**config.mk**
```make
export PLATFORM = sky130hd
export DESIGN_NAME = training_scheduler
export DESIGN_NICKNAME = d
export VERILOG_FILES = /design/src/rtl/training_scheduler_pkg.sv /design/src/rtl/xor_sample_rom.sv /design/src/rtl/training_scheduler.sv
export SDC_FILE = /design/constraint.sdc
export NUM_CORES = 1
export LEC_CHECK = 0
export BUFFER_PORTS_ARGS = -buffer_cell sky130_fd_sc_hd__clkbuf_2
export CORE_AREA = 2 2 109 111
export CTS_BUF_LIST = sky130_fd_sc_hd__clkbuf_2
export DETAILED_ROUTE_END_ITERATION = 12
export DIE_AREA = 0 0 111 113
export GPL_TIMING_DRIVEN = 0
export HOLD_SLACK_MARGIN = 0.1
export PLACE_DENSITY = 0.83
export SYNTH_ARGS = -nofsm -noshare
export SYNTH_HDL_FRONTEND = slang
export SYNTH_SLANG_ARGS = --single-unit
```
**constraint.sdc**
```tcl
create_clock -name clk -period 4.72 [get_ports clk]
set_input_delay 0.944 -clock clk [delete_from_list [all_inputs] [get_ports clk]]
set_output_delay 0.944 -clock clk [all_outputs]
set_load 0.005 [all_outputs]
```
**src/rtl/training_scheduler_pkg.sv**
```systemverilog
// Shared definitions for the XOR training scheduler: FSM state encoding,
// Q8.8 constants and the four-entry XOR sample/target table.
package training_scheduler_pkg;

    typedef enum logic [2:0] {
        ST_IDLE,
        ST_LOAD,
        ST_FWD,
        ST_FWD_REL,
        ST_BWD,
        ST_UPDATE,
        ST_EPOCH_END,
        ST_DONE
    } state_t;

    localparam logic signed [15:0] ONE  = 16'sh0100;
    localparam logic signed [15:0] ZERO = 16'sh0000;

    typedef struct packed {
        logic signed [15:0] x1;
        logic signed [15:0] x2;
        logic signed [15:0] target;
    } sample_t;

    function automatic sample_t xor_sample(input logic [1:0] idx);
        sample_t s;
        case (idx)
            2'd0:    s = '{x1: ZERO, x2: ZERO, target: ZERO};
            2'd1:    s = '{x1: ZERO, x2: ONE,  target: ONE};
            2'd2:    s = '{x1: ONE,  x2: ZERO, target: ONE};
            default: s = '{x1: ONE,  x2: ONE,  target: ZERO};
        endcase
        return s;
    endfunction

endpackage

```
**src/rtl/xor_sample_rom.sv**
```systemverilog
// Combinational lookup of the XOR training sample and target for a sample index.
module xor_sample_rom
    import training_scheduler_pkg::*;
#(
    parameter int dataWidth = 16
) (
    input  logic        [1:0]           idx,
    output logic signed [dataWidth-1:0] x1,
    output logic signed [dataWidth-1:0] x2,
    output logic signed [dataWidth-1:0] target
);

    sample_t s;

    always_comb begin
        s      = xor_sample(idx);
        x1     = dataWidth'(s.x1);
        x2     = dataWidth'(s.x2);
        target = dataWidth'(s.target);
    end

endmodule

```
**src/rtl/training_scheduler.sv**
```systemverilog
// Epoch/sample sequencer for on-chip XOR training: drives forward and backprop
// handshakes, commits weights, accumulates |y-target| and stops on limit/convergence/abort/timeout.
module training_scheduler
    import training_scheduler_pkg::*;
#(
    parameter int dataWidth = 16,
    parameter int EPOCH_W   = 16,
    parameter int TIMEOUT   = 255,
    parameter int TO_W      = 8
) (
    input  logic                        clk,
    input  logic                        rst,
    input  logic                        start,
    input  logic                        abort,
    input  logic        [EPOCH_W-1:0]   num_epochs,
    input  logic        [dataWidth+1:0] err_threshold,
    output logic signed [dataWidth-1:0] x1,
    output logic signed [dataWidth-1:0] x2,
    output logic signed [dataWidth-1:0] target,
    output logic                        enable_fp,
    input  logic                        fp_valid,
    input  logic signed [dataWidth-1:0] y,
    output logic                        enable_bp,
    input  logic                        bp_valid,
    output logic                        update_en,
    output logic                        busy,
    output logic                        done,
    output logic                        converged,
    output logic                        timeout_err,
    output logic        [EPOCH_W-1:0]   epoch_cnt,
    output logic        [1:0]           sample_idx,
    output logic        [dataWidth+1:0] epoch_err
);

    localparam int ACC_W = dataWidth + 2;

    state_t state, next_state;

    logic        [TO_W-1:0]      wd_cnt;
    logic                        wd_expired;
    logic        [ACC_W-1:0]     acc;
    logic        [ACC_W-1:0]     acc_sat;
    logic        [ACC_W:0]       acc_sum;
    logic signed [dataWidth:0]   diff;
    logic        [dataWidth:0]   abs_err;
    logic        [EPOCH_W-1:0]   num_epochs_q;
    logic        [EPOCH_W-1:0]   epoch_cnt_inc;
    logic signed [dataWidth-1:0] rom_x1, rom_x2, rom_target;

    logic do_clear, do_load, do_capture, do_inc_idx;
    logic do_epoch_end, do_converge, do_timeout;

    xor_sample_rom #(.dataWidth(dataWidth)) u_rom (
        .idx    (sample_idx),
        .x1     (rom_x1),
        .x2     (rom_x2),
        .target (rom_target)
    );

    // Absolute error is one bit wider than the operands; the accumulator saturates at all-ones.
    always_comb begin
        diff    = (dataWidth+1)'(y) - (dataWidth+1)'(target);
        abs_err = diff[dataWidth] ? $unsigned(-diff) : $unsigned(diff);
        acc_sum = {1'b0, acc} + {2'b00, abs_err};
        acc_sat = acc_sum[ACC_W] ? '1 : acc_sum[ACC_W-1:0];
    end

    assign wd_expired    = (wd_cnt == TO_W'(TIMEOUT));
    assign epoch_cnt_inc = epoch_cnt + EPOCH_W'(1);

    always_ff @(posedge clk or posedge rst) begin
        if (rst) state <= ST_IDLE;
        else     state <= next_state;
    end

    always_comb begin
        // NOTE: every comb output gets a default first so no path infers a latch.
        next_state   = state;
        do_clear     = 1'b0;
        do_load      = 1'b0;
        do_capture   = 1'b0;
        do_inc_idx   = 1'b0;
        do_epoch_end = 1'b0;
        do_converge  = 1'b0;
        do_timeout   = 1'b0;
        if (abort) begin
            next_state = ST_IDLE;
        end else begin
            case (state)
                ST_IDLE, ST_DONE: begin
                    if (start) begin
                        do_clear   = 1'b1;
                        next_state = (num_epochs == '0) ? ST_DONE : ST_LOAD;
                    end
                end
                ST_LOAD: begin
                    do_load    = 1'b1;
                    next_state = ST_FWD;
                end
                ST_FWD: begin
                    if (fp_valid) begin
                        do_capture = 1'b1;
                        next_state = ST_FWD_REL;
                    end else if (wd_expired) begin
                        do_timeout = 1'b1;
                        next_state = ST_DONE;
                    end
                end
                ST_FWD_REL: begin
                    if (!fp_valid) next_state = ST_BWD;
                end
                ST_BWD: begin
                    if (bp_valid) begin
                        next_state = ST_UPDATE;
                    end else if (wd_expired) begin
                        do_timeout = 1'b1;
                        next_state = ST_DONE;
                    end
                end
                ST_UPDATE: begin
                    if (sample_idx == 2'd3) begin
                        next_state = ST_EPOCH_END;
                    end else begin
                        do_inc_idx = 1'b1;
                        next_state = ST_LOAD;
                    end
                end
                ST_EPOCH_END: begin
                    do_epoch_end = 1'b1;
                    if (acc <= err_threshold) begin
                        do_converge = 1'b1;
                        next_state  = ST_DONE;
                    end else if (epoch_cnt_inc == num_epochs_q) begin
                        next_state = ST_DONE;
                    end else begin
                        next_state = ST_LOAD;
                    end
                end
                default: next_state = ST_IDLE;
            endcase
        end
    end

    assign enable_fp = (state == ST_FWD);
    assign enable_bp = (state == ST_BWD);
    assign update_en = (state == ST_UPDATE);
    assign done      = (state == ST_DONE);
    assign busy      = !((state == ST_IDLE) || (state == ST_DONE));

    // Watchdog is zero outside FWD/BWD, so it restarts from zero on every entry.
    always_ff @(posedge clk or posedge rst) begin
        if (rst) begin
            wd_cnt <= '0;
        end else if ((state == ST_FWD || state == ST_BWD) && next_state == state) begin
            wd_cnt <= wd_cnt + TO_W'(1);
        end else begin
            wd_cnt <= '0;
        end
    end

    always_ff @(posedge clk or posedge rst) begin
        if (rst) begin
            x1           <= '0;
            x2           <= '0;
            target       <= '0;
            acc          <= '0;
            epoch_err    <= '0;
            epoch_cnt    <= '0;
            sample_idx   <= '0;
            num_epochs_q <= '0;
            converged    <= 1'b0;
            timeout_err  <= 1'b0;
        end else begin
            // NOTE: non-blocking so every register here updates from pre-edge values.
            if (do_clear) begin
                epoch_cnt    <= '0;
                acc          <= '0;
                sample_idx   <= '0;
                converged    <= 1'b0;
                timeout_err  <= 1'b0;
                num_epochs_q <= num_epochs;
            end
            if (do_load) begin
                x1     <= rom_x1;
                x2     <= rom_x2;
                target <= rom_target;
            end
            if (do_capture) acc        <= acc_sat;
            if (do_inc_idx) sample_idx <= sample_idx + 2'd1;
            if (do_epoch_end) begin
                epoch_err  <= acc;
                acc        <= '0;
                epoch_cnt  <= epoch_cnt_inc;
                sample_idx <= '0;
            end
            if (do_converge) converged   <= 1'b1;
            if (do_timeout)  timeout_err <= 1'b1;
        end
    end

endmodule

```
Word level (Yosys, flattened, before mapping)
Index checks and enable logic that the tools add are counted.
Storage, ports and cells
  bits in registers: 131
  input port bits: 56
  output and inout bits: 91
  word-level logic and storage cells: 92
Operators by class
  add/sub/neg operators: 6
  order comparisons: 1
  equal/unequal tests: 13
  multiplexer cells: 47
  reduce and logical (&&, ||, !) cells: 13
Operators by type and width (number)
  case mux 41 bit (3 select lines): 1
  two-way mux 18 bit: 4
  two-way mux 16 bit: 2
  two-way mux 3 bit: 10
  two-way mux 1 bit: 23
  case mux 3 bit (7 select lines): 1
  adder 18 x 17 -> 19 bit: 1
  less-or-equal comparator 18 bit: 1
  two-way mux 17 bit: 1
  negation 17 bit: 1
  subtractor 16 x 16 -> 17 bit: 1
  adder 16 x 1 -> 16 bit, second input constant: 1
  equality test 16 bit: 1
  logical NOT 16 bit: 1
  equality test 3 bit, second input constant: 4
  adder 8 x 1 -> 8 bit, second input constant: 1
  equality test 8 bit, second input constant: 1
  two-way mux 8 bit: 1
  equality test 3 x 2 -> 1 bit, second input constant: 2
  two-way mux 2 bit: 3
  nonzero test 2 bit: 3
  nonzero test 3 bit: 2
  equality test 2 bit, second input constant: 2
  equality test 3 x 1 -> 1 bit, second input constant: 1
  10 further kinds: 11

Longest topological paths before layout
Gate-level depths: netlist (run 1).
  depth in word-level cells: 9
  mapped depth: 18
  gate-level depth less buffers: 18

Hierarchy
A second synthesis (run 1) with hierarchy kept.
Second synthesis, totals
  cells, all modules: 970
  area, all modules: 8764.7 µm²
By module, submodules not included
  training_scheduler: times used 1, cells each 916, area an instance 8361.8 µm², seq. area each 3278.1 µm²
  xor_sample_rom: times used 1, cells each 54, area an instance 402.9 µm², seq. area each 0.0 µm²

Least setup slack after synthesis (run 1)
Ideal clock, no wire load.
  path kind: input port to flip-flop
  start: in y[8]
  end: reg acc[10]
  library setup time: 141 ps
  arrival time: 4317 ps
  required time: 4579 ps
  path slack: 262 ps
  stages: 16
  path buffers: 1
  cell sequence: inv_1 > ha_1 > ha_1 > nand2_1 > nor4_1 > a21oi_1 > a21oi_1 > xor2_1 > ha_1 > a2111o_1 > o22ai_2 > o211ai_1 > a31oi_1 > a2bb2oi_2 > buf_2 > a31oi_1
Between the ends
  word-level cells in the longest chain between the ends: 7
RTL lines
  from (decl): RTL line training_scheduler.sv:22  | input logic signed [dataWidth-1:0] y,
  subtractor 16 x 16 -> 17 bit *: RTL line training_scheduler.sv:62  | diff = (dataWidth+1)'(y) - (dataWidth+1)'(target);
  negation 17 bit: RTL line training_scheduler.sv:63  | abs_err = diff[dataWidth] ? $unsigned(-diff) : $unsigned(diff);
  two-way mux 17 bit *: RTL line training_scheduler.sv:63
  adder 18 x 17 -> 19 bit *: RTL line training_scheduler.sv:64  | acc_sum = {1'b0, acc} + {2'b00, abs_err};
  two-way mux 18 bit *: RTL line training_scheduler.sv:65  | acc_sat = acc_sum[ACC_W] ? '1 : acc_sum[ACC_W-1:0];
  two-way mux 18 bit *: RTL line training_scheduler.sv:188  | if (do_capture) acc <= acc_sat;
  two-way mux 18 bit *: RTL line training_scheduler.sv:190  | if (do_epoch_end) begin
  to (signal assigned): RTL line training_scheduler.sv:188
  to (decl): RTL line training_scheduler.sv:41  | logic [ACC_W-1:0] acc;
Mark *: on every way between the ends. The rest lies on a longest branch, timed or not.
A chain may end at the register's enable or synchronous reset.

Final worst setup path (run 1)
  start: in y[8]
  end: reg acc[9]
The elaborated chain is that of the path after synthesis.

==> results of run 1 <==
## power by group through the flow
stage	combinational, mW	clock, mW	sequential, mW
2_1_floorplan	1.17	0	1.15
3_3_place_gp	1.51	0	1.20
3_5_place_dp	1.56	0	1.21
4_1_cts	1.57	0.450	1.20
5_1_grt	1.79	0.479	1.24
6_report	1.58	0.445	1.20
## worst min path at each step
stage	end	slack (ns)	depth (start not counted)
3_5_place_dp	epoch_err[3]	0.46	2
5_1_grt	epoch_cnt[12]	0.30	2
3_3_place_gp	epoch_err[9]	0.46	2
2_1_floorplan	wd_cnt[0]	0.45	1
4_1_cts	epoch_cnt[9]	0.29	2
6_report	epoch_cnt[9]	0.30	2
## cell type report
type	count	area (sq um)	area share (%)
clock inverters	7	98.8	1.33
multi-input cells	589	3750	50.6
clock buffers	9	45.0	0.607
inverters	48	183	2.46
flip-flops and latches	86	2150	29.0
well taps	143	179	2.41
diodes	1	2.50	0.0337
repair buffers	102	538	7.25
plain buffers	77	472	6.35
## worst max-delay path: stages
cell and delay, ns:
clkbuf_2 0.08, inv_1 0.04, ha_1 0.18, ha_1 0.27, nand2_1 0.15, nor4_4 0.27, a21oi_1 0.25, a21oi_1 0.20
xor2_1 0.18, ha_1 0.30, a2111o_1 0.45, o22ai_2 0.21, o211ai_1 0.22, a31oi_1 0.30, a2bb2oi_2 0.32, buf_2 0.29
a31oi_1 0.11
## logic make-up (layout without fill, tap and decap cells)
kind of cell               Yosys count  count (layout)  synth area share [%]
and+or+nand+nor                    244             244                  18.4
AOI/OAI and AO/OA                  178             178                  17.5
buffers and inverters              125             243                  10.2
DFF                                 86              86                  33.8
xor gates and xnor gates            59              59                  8.11
adders and majority gates           45              45                  8.95
muxes                               17              17                  2.98
other                                1              47                0.0588
## what timing repair did
item                                    4_1_cts  5_1_grt
gates cloned                                  0        0
resized for setup                             1        2
buffers inserted                              0        2
pin swaps                                     0        1
endpoints found under the setup margin        8       10
## registers in the layout, indices dropped and copies added, names as in the netlist
name / flops
converged: 1
state: 3
timeout_err: 1
target: 1
epoch_cnt: 16
x2: 1
acc: 18
sample_idx: 2
num_epochs_q: 16
wd_cnt: 8
x1: 1
epoch_err: 18
## layer usage
layer	vias up	routed length [um]
met5	-	0
li1	2879	-
met4	0	521
met2	205	7310
met3	36	960
met1	2688	6500
## layout by cell type, fill, tap and decap left out, types with 3 or more instances in the layout
cell,count
a22oi_1,4
nand2b_1,3
dfrtp_1,85
o31ai_1,12
a2111oi_0,3
inv_1,47
ha_1,44
clkinv_4,3
nor3_1,12
o21ai_0,21
o2111ai_1,3
o21bai_1,6
and2_1,4
nor4b_1,4
mux2_2,16
a21o_1,13
nand2_1,93
xor2_1,30
nor2_1,53
and3b_1,3
and3_1,9
nor2b_1,4
nand4_1,10
nand3_1,25
a21oi_1,48
nor4_1,9
conb_1,46
clkbuf_1,26
buf_4,47
a31oi_1,22
o21ai_1,21
a211oi_1,4
clkbuf_2,109
buf_2,4
xnor2_1,29
o211ai_1,5
## per-stage QoR
stage | setup WS, ns | instance area (sq um)
6_report | 0.393 | 7430
3_3_place_gp | -0.434 | 7220
3_5_place_dp | -0.555 | 7250
4_1_cts | 0.249 | 7400
2_1_floorplan | 0.262 | 6540
5_1_grt | 0.0417 | 7430
==> impl_metrics.toml, run 1 <==
[pwr]
p_sw_mw = 1.36
combPwrFrac_pct = 49.0
power_density_mw_per_mm2 = 435
p_seq_share_pct = 37.2
p_sw_share_pct = 42.0
peakVddDrop_mv = 0.175
p_int_mw = 1.87
clkPwrFrac_pct = 13.8
fin_total_pwr_mw = 3.23
power_leakage_nw = 3.87

[job]
drv_cap = 0

[detailed_routing]
vias_per_cell = 5.47
drc = 0
wl_per_cell_um = 14.4
antenna_left = 0
dr.pass1.iters = 5
totalWireLength_mm = 15.3
drt_iter0_drc = 531
vias = 5808

[clock_tree]
cts_sinks = 86
cts.reportedPaths.clkPinSlew_ns = 0.28
h-tree-depth = 3
cts_max_path_buffers = 2
cts_made_buffers = 9
hold_buffers = 0
clk_latency_ns = 0.57
cts_tree = "built"
clockRootBuffer = "clkbuf_2"

[global_routing]
first_global_vias = 5418
gr-total-overflow = 0
grt_pass1_wl_mm = 25.2
grt_use_met2_pct = 41.0
gr-usage-met1_pct = 31.3
grt_max_degree = 59
antenna_found_initial = 1
top_usage_layer = "met2"
grt_usage_pct = 24.4
use_met3_pct = 3.54

[synth]
yosys-top-cells-area = "dfrtp_1 34%, ha_1 8.6%, nand2_1 5.5%"
ys.flop_type = "dfrtp_1"
synthTopCellsByCount = "93 x nand2_1, 86 x dfrtp_1, 53 x nor2_1"
synthArstFlopShare_pct = 100
ys_types = 61
yosysTopAreaCell = "dfrtp_1"
synth-seq-cells = 86
netlist.area_leader.share_pct = 33.8
yosysWarnings = 0
postSynthCellCount = 755
synth-edff-count = 0
syn_avg_cell_area_sq_um = 8.44
ys_seq_area_share_pct = 33.8
syn_area_sq_mm = 0.00637
yosysMostFrequentCell = "nand2_1"

[floorplan]
rows = 39
io_pins = 147
die_w_um = 111
start_util_pct = 56.6
die_h_um = 113
dieArea_sq_mm = 0.0125
core_sq_mm = 0.0113

[critical_path]
r2r_cells = 16
end_kind = "flip-flop"
critPathLaunchType = "input pin"
startpoint = "y[8]"
critPathKind = "in2reg"
r2r-end = "acc[9]"
cp.required_ns = 5.15
crit_path_max_fanout = 10
cp.arrival_ns = 4.75
reg2reg_from = "target[8]"
crit_path_end = "acc[9]"
reg2reg_slack_ns = 0.41

[sta]
fin_crit_ns = 4.33
setup-violations-final = 0
slew_viol_final = 0
fmax_mhz = 231
finClkSkew_ns = 0.0561
finalCritPeriodShare_pct = 91.7
tns_ns = 0
finalHoldViolCount = 0
rsz0062_at_grt = "no"
whs_ns = 0.303
worst_pin_slew_ns = 0.958
relSlewSlack_pct = 35.2

[status]
status = "finished, final reports clean"

[final_layout]
post-route-util_pct = 65.9
syn_to_final_growth_pct = 16.5
final.fill_count = 985
fin_cells = 1062
final_nets = 1014
drive_above_1_share_pct = 21.2

[place]
hpwl_mm = 11.9
portBuffers = 99
place_congestion = 0.917
dp.cells = 1043

[min_path]
hold_path.class = "in2async"
Power figures use the tool's default switching activity.
==> run 2, diff against run 1 <==
RECOVER_POWER = 25   (was unset)
==> impl_metrics.toml, run 2 (synthesized netlist as in run 1, its figures left out) <==
[floorplan]
io_pins = 147
rows = 39
start_util_pct = 56.6
die_w_um = 111
core_sq_mm = 0.0113
dieArea_sq_mm = 0.0125
die_h_um = 113

[sta]
slew_viol_final = 59
finalHoldViolCount = 0
setup-violations-final = 0
tns_ns = 0
finalCritPeriodShare_pct = 91.6
fin_crit_ns = 4.33
fmax_mhz = 231
worst_pin_slew_ns = 2.58
finClkSkew_ns = 0.0541
relSlewSlack_pct = -72.1
rsz0062_at_grt = "no"

[clock_tree]
cts_max_path_buffers = 2
clk_latency_ns = 0.58
cts_sinks = 86
cts_tree = "built"
cts.reportedPaths.clkPinSlew_ns = 0.27
cts_made_buffers = 9
h-tree-depth = 3
clockRootBuffer = "clkbuf_2"
hold_buffers = 0

[final_layout]
final_nets = 1014
syn_to_final_growth_pct = 16.2
fin_cells = 1062
multi_input_area_sq_mm = 0.00375
drive_above_1_share_pct = 21.1
final.fill_count = 986
layout_common_cells = "109 x clkbuf_2, 93 x nand2_1, 85 x dfrtp_1"
largestRegisters = "acc x18, epoch_err x18"
regArea_sq_mm = 0.00215
final_common_cell = "clkbuf_2"
post-route-util_pct = 65.7

[global_routing]
grt_pass1_wl_mm = 25.2
grt_max_degree = 59
grt_usage_pct = 24.4
first_global_vias = 5418
gr-total-overflow = 0
antenna_found_initial = 1

[job]
drv_cap = 1

[place]
hpwl_mm = 11.9
dp.cells = 1043
portBuffers = 99
place_congestion = 0.917

[critical_path]
critPathKind = "reg2reg"
end_kind = "flip-flop"
critical_path.top_delay_family = "compound AO/OA/AOI/OAI gates"
crit_top_cell = "ha_1"
path_cells = "ha_1 -> ha_1 -> nand2_1 -> nor4_4 -> a21oi_1 -> nor2_1 -> xor2_1 -> ha_1 -> nor2b_1 -> o31a_1 -> o22ai_2 -> o211ai_1 -> a31oi_1 -> a2bb2oi_2 -> buf_2 -> a31oi_1"
crit_buf_inv = 1
cp.arrival_ns = 4.75
critPathLaunchType = "flip-flop"
crit_path_max_fanout = 10
cp.required_ns = 5.15
max_stage_delay_ns = 0.50
cp_slowest_cell = "dfrtp_2"

[detailed_routing]
drt_iter0_drc = 508
vias = 5805
antenna_left = 0
vias_per_cell = 5.47
wl_met2_mm = 7.29
route.met3.wl_um = 938
dr.pass1.iters = 8
wl_per_cell_um = 14.4
totalWireLength_mm = 15.3
drc = 0
top_layer = "met4"
wl_met1_mm = 6.51

[pwr]
peakVddDrop_mv = 0.174
power_density_mw_per_mm2 = 436
fin_total_pwr_mw = 3.23
power_leakage_nw = 3.85

[min_path]
hold_path.class = "reg2reg"

[status]
violations = "max-capacitance violations, max-slew violations"
status = "finished with violations"
==> run 2: changes by cell type in the layout (fill, tap and decap cells not counted) <==
| cell | change |
|---|---|
| inv_4 | -1 |
| buf_16 | -1 |
| clkdlybuf4s25_1 | +1 |
| clkinvlp_2 | +1 |
==> run 2: timing repair <==
| item | CTS | global route |
|---|---|---|
| endpoints found under the setup margin | 8 | 10 |
| setup buffers | 0 | 2 |
| gates resized for setup | 1 | 2 |
| pin swaps | 0 | 1 |
==> run 2: cell type report <==
| type | count | share of cell area [%] |
|---|---|---|
| antenna | 1 | 0.0338 |
| buffer | 77 | 6.37 |
| clock buffer | 9 | 0.608 |
| clock inverter | 7 | 1.33 |
| inverter | 48 | 2.45 |
| multi-input combinational | 589 | 50.7 |
| sequential | 86 | 29.1 |
| tap | 143 | 2.42 |
| timing repair buffer | 102 | 7.03 |
==> run 2: path summary, 6_finish.rpt <==
check                      cells past startpoint    startpoint      endpoint  slack (ns)
max reg2reg                                   16     target[8]        acc[9]        0.39
max                                           16     target[8]        acc[9]        0.39
min in group asynchronous                      2           rst  epoch_cnt[9]        0.58
min reg2reg                                    2  epoch_err[3]  epoch_err[3]        0.50
min                                            2  epoch_err[3]  epoch_err[3]        0.50
max in group asynchronous                      3           rst     target[8]        0.80
==> run 2: where the power goes <==
part,leakage [nW],total [mW],internal [mW],switching (mW)
Sequential,1.13,1.20,0.971,0.231
Combinational,2.64,1.58,0.724,0.856
Clock,0.0821,0.447,0.177,0.271
Total,3.85,3.23,1.87,1.36
==> run 2: worst register-to-register path, cell delays in order (launching register included) <==
cell and delay [ns]:
dfrtp_2 0.50, ha_1 0.22, ha_1 0.26, nand2_1 0.16
nor4_4 0.07, a21oi_1 0.45, nor2_1 0.10, xor2_1 0.17
ha_1 0.32, nor2b_1 0.17, o31a_1 0.29, o22ai_2 0.24
o211ai_1 0.22, a31oi_1 0.29, a2bb2oi_2 0.32, buf_2 0.29
a31oi_1 0.11
==> run 2: layer usage <==
layer | vias up | global-route usage, %
met5 | - | 0
met4 | 0 | 11.4
met3 | 36 | 3.54
met2 | 223 | 41.0
met1 | 2671 | 31.3
li1 | 2875 | -
==> run 2: through the flow <==
stage / area, sq um / hold slack [ns] / setup WS, ns
final: 7410 / 0.502 / 0.395
after global routing: 7410 / 0.522 / 0.0417
after CTS: 7400 / 0.288 / 0.249
after detailed placement: 7250 / 0.463 / -0.555
after global placement: 7220 / 0.459 / -0.434
after floorplan: 6540 / 0.448 / 0.262
==> run 3, diff against run 2 <==
CELL_PAD_IN_SITES_DETAIL_PLACEMENT = 0   (was unset)
CELL_PAD_IN_SITES_GLOBAL_PLACEMENT = 1   (was unset)
CORE_AREA = 2 2 127 129   (was 2 2 109 111)
DIE_AREA = 0 0 129 131   (was 0 0 111 113)
PLACE_DENSITY = unset   (was 0.83)
PLACE_DENSITY_LB_ADDON = 0.1   (was unset)
==> impl_metrics.toml, run 3 (synthesized netlist as in run 1, its figures left out) <==
[pwr]
p_int_mw = 1.87
p_sw_share_pct = 42.5
power_leakage_nw = 3.86
combPwrFrac_pct = 49.4
peakVddDrop_mv = 0.149
power_density_mw_per_mm2 = 434
p_sw_mw = 1.38
p_seq_share_pct = 37.1
fin_total_pwr_mw = 3.25
clkPwrFrac_pct = 13.6

[floorplan]
io_pins = 147
dieArea_sq_mm = 0.0169
core_sq_mm = 0.0156
start_util_pct = 40.9
rows = 46
die_w_um = 129
die_h_um = 131

[detailed_routing]
vias_per_cell = 5.06
vias = 5732
wl_per_cell_um = 14.9
drt_iter0_drc = 308
drc = 0
dr.pass1.iters = 4
totalWireLength_mm = 16.9
antenna_left = 0

[sta]
relSlewSlack_pct = -79.1
slew_viol_final = 60
fin_crit_ns = 4.22
fmax_mhz = 237
finalCritPeriodShare_pct = 89.4
rsz0062_at_grt = "no"
setup-violations-final = 0
finClkSkew_ns = 0.0210
worst_pin_slew_ns = 2.69
finalHoldViolCount = 0

[critical_path]
crit_buf_inv = 3
crit_path_end = "acc[6]"
path_cells = "clkbuf_2 -> inv_1 -> ha_1 -> ha_1 -> nand2_1 -> nor4_4 -> a21oi_1 -> nor2_1 -> xor2_1 -> ha_1 -> nor2b_1 -> o31a_1 -> o22ai_2 -> o211ai_1 -> a31oi_2 -> a2bb2oi_4 -> buf_2 -> a31oi_1"
crit_cells = 18
critPathKind = "in2reg"
reg2reg_from = "target[8]"
r2r-end = "acc[6]"
critical_path.top_delay_family = "compound AO/OA/AOI/OAI gates"
end_kind = "flip-flop"
r2r_cells = 16
cp_slowest_cell = "o31a_1"
crit_top_cell = "ha_1"
crit_path_max_fanout = 10
max_stage_delay_ns = 0.30
critPathLaunchType = "input pin"
reg2reg_slack_ns = 0.54
cp.arrival_ns = 4.67
cp.required_ns = 5.17
startpoint = "y[8]"

[job]
drv_cap = 1

[final_layout]
drive_above_1_share_pct = 20.6
largestRegisters = "acc x18, epoch_err x18"
post-route-util_pct = 48.0
syn_to_final_growth_pct = 17.5
fin_cells = 1133
multi_input_area_sq_mm = 0.00377
final.fill_count = 1518
final_cell_area_sq_mm = 0.00749
final_nets = 1012
regArea_sq_mm = 0.00215
final_common_cell = "clkbuf_2"
layout_common_cells = "109 x clkbuf_2, 93 x nand2_1, 86 x dfrtp_1"

[clock_tree]
h-tree-depth = 3
cts_tree = "built"
cts_sinks = 86
cts_max_path_buffers = 2
clockRootBuffer = "clkbuf_2"
cts_made_buffers = 9
cts.reportedPaths.clkPinSlew_ns = 0.24
hold_buffers = 0
clk_latency_ns = 0.56

[place]
hpwl_mm = 13.5
placed_area_sq_mm = 0.00734
portBuffers = 99
dp.cells = 1116
place_congestion = 0.899

[global_routing]
first_global_vias = 5501
antenna_found_initial = 1
grt_pass1_wl_mm = 26.6
grt_usage_pct = 20.0
grt_max_degree = 60
gr-total-overflow = 0

[status]
violations = "max-capacitance violations, max-slew violations"
status = "finished with violations"

[min_path]
hold_path.class = "reg2reg"
## run 3: changes by cell type in the layout (fill, tap and decap cells not counted), sizes merged
cell | previous run | this run
buf | 52 | 50
clkdlybuf4s25 | 1 | 0
dlymetal6s4s | 0 | 1
clkinv | 4 | 5
clkinvlp | 2 | 1
## run 3: worst min-delay path by stage
stage | endpoint | depth (start not counted) | start
6_report | wd_cnt[0] | 1 | wd_cnt[0]
4_1_cts | state[0] | 2 | rst
2_1_floorplan | wd_cnt[0] | 1 | wd_cnt[0]
5_1_grt | epoch_err[3] | 2 | epoch_err[3]
3_3_place_gp | wd_cnt[0] | 1 | wd_cnt[0]
3_5_place_dp | epoch_err[2] | 2 | epoch_err[2]
## run 3: layout make-up
cell class,instances,area share (%)
clock buffers,9,0.601
multi-input cells,589,50.4
inverters,48,2.42
diodes,1,0.0334
repair buffers,100,6.78
well taps,216,3.61
plain buffers,77,6.30
flip-flops and latches,86,28.7
clock inverters,7,1.19
## run 3: per-stage QoR
stage,setup TNS [ns],hold WS (ns),setup slack [ns]
global route,0,0.553,0.0879
detailed placement,-10.01,0.470,-0.686
finish,0,0.496,0.502
floorplan,0,0.448,0.262
global placement,-7.02,0.461,-0.521
CTS,0,0.293,0.227
## run 3: timing repair
action	CTS	global route
setup buffers	0	0
endpoints found under the setup margin	9	10
gates resized for setup	1	3
## run 3: metal layers
metal	wire length [um]	global-route usage, %
met1	7530	25.1
met2	8490	35.7
met5	0	0
met3	576	1.63
met4	333	8.12
## run 3: power by group through the flow
stage                     sequential, mW  clock, mW  combinational [mW]
after floorplan                     1.15          0                1.17
after global placement              1.21          0                1.54
after detailed placement            1.22          0                1.59
after CTS                           1.21      0.452                1.60
after global routing                1.24      0.478                1.82
final                               1.21      0.442                1.61
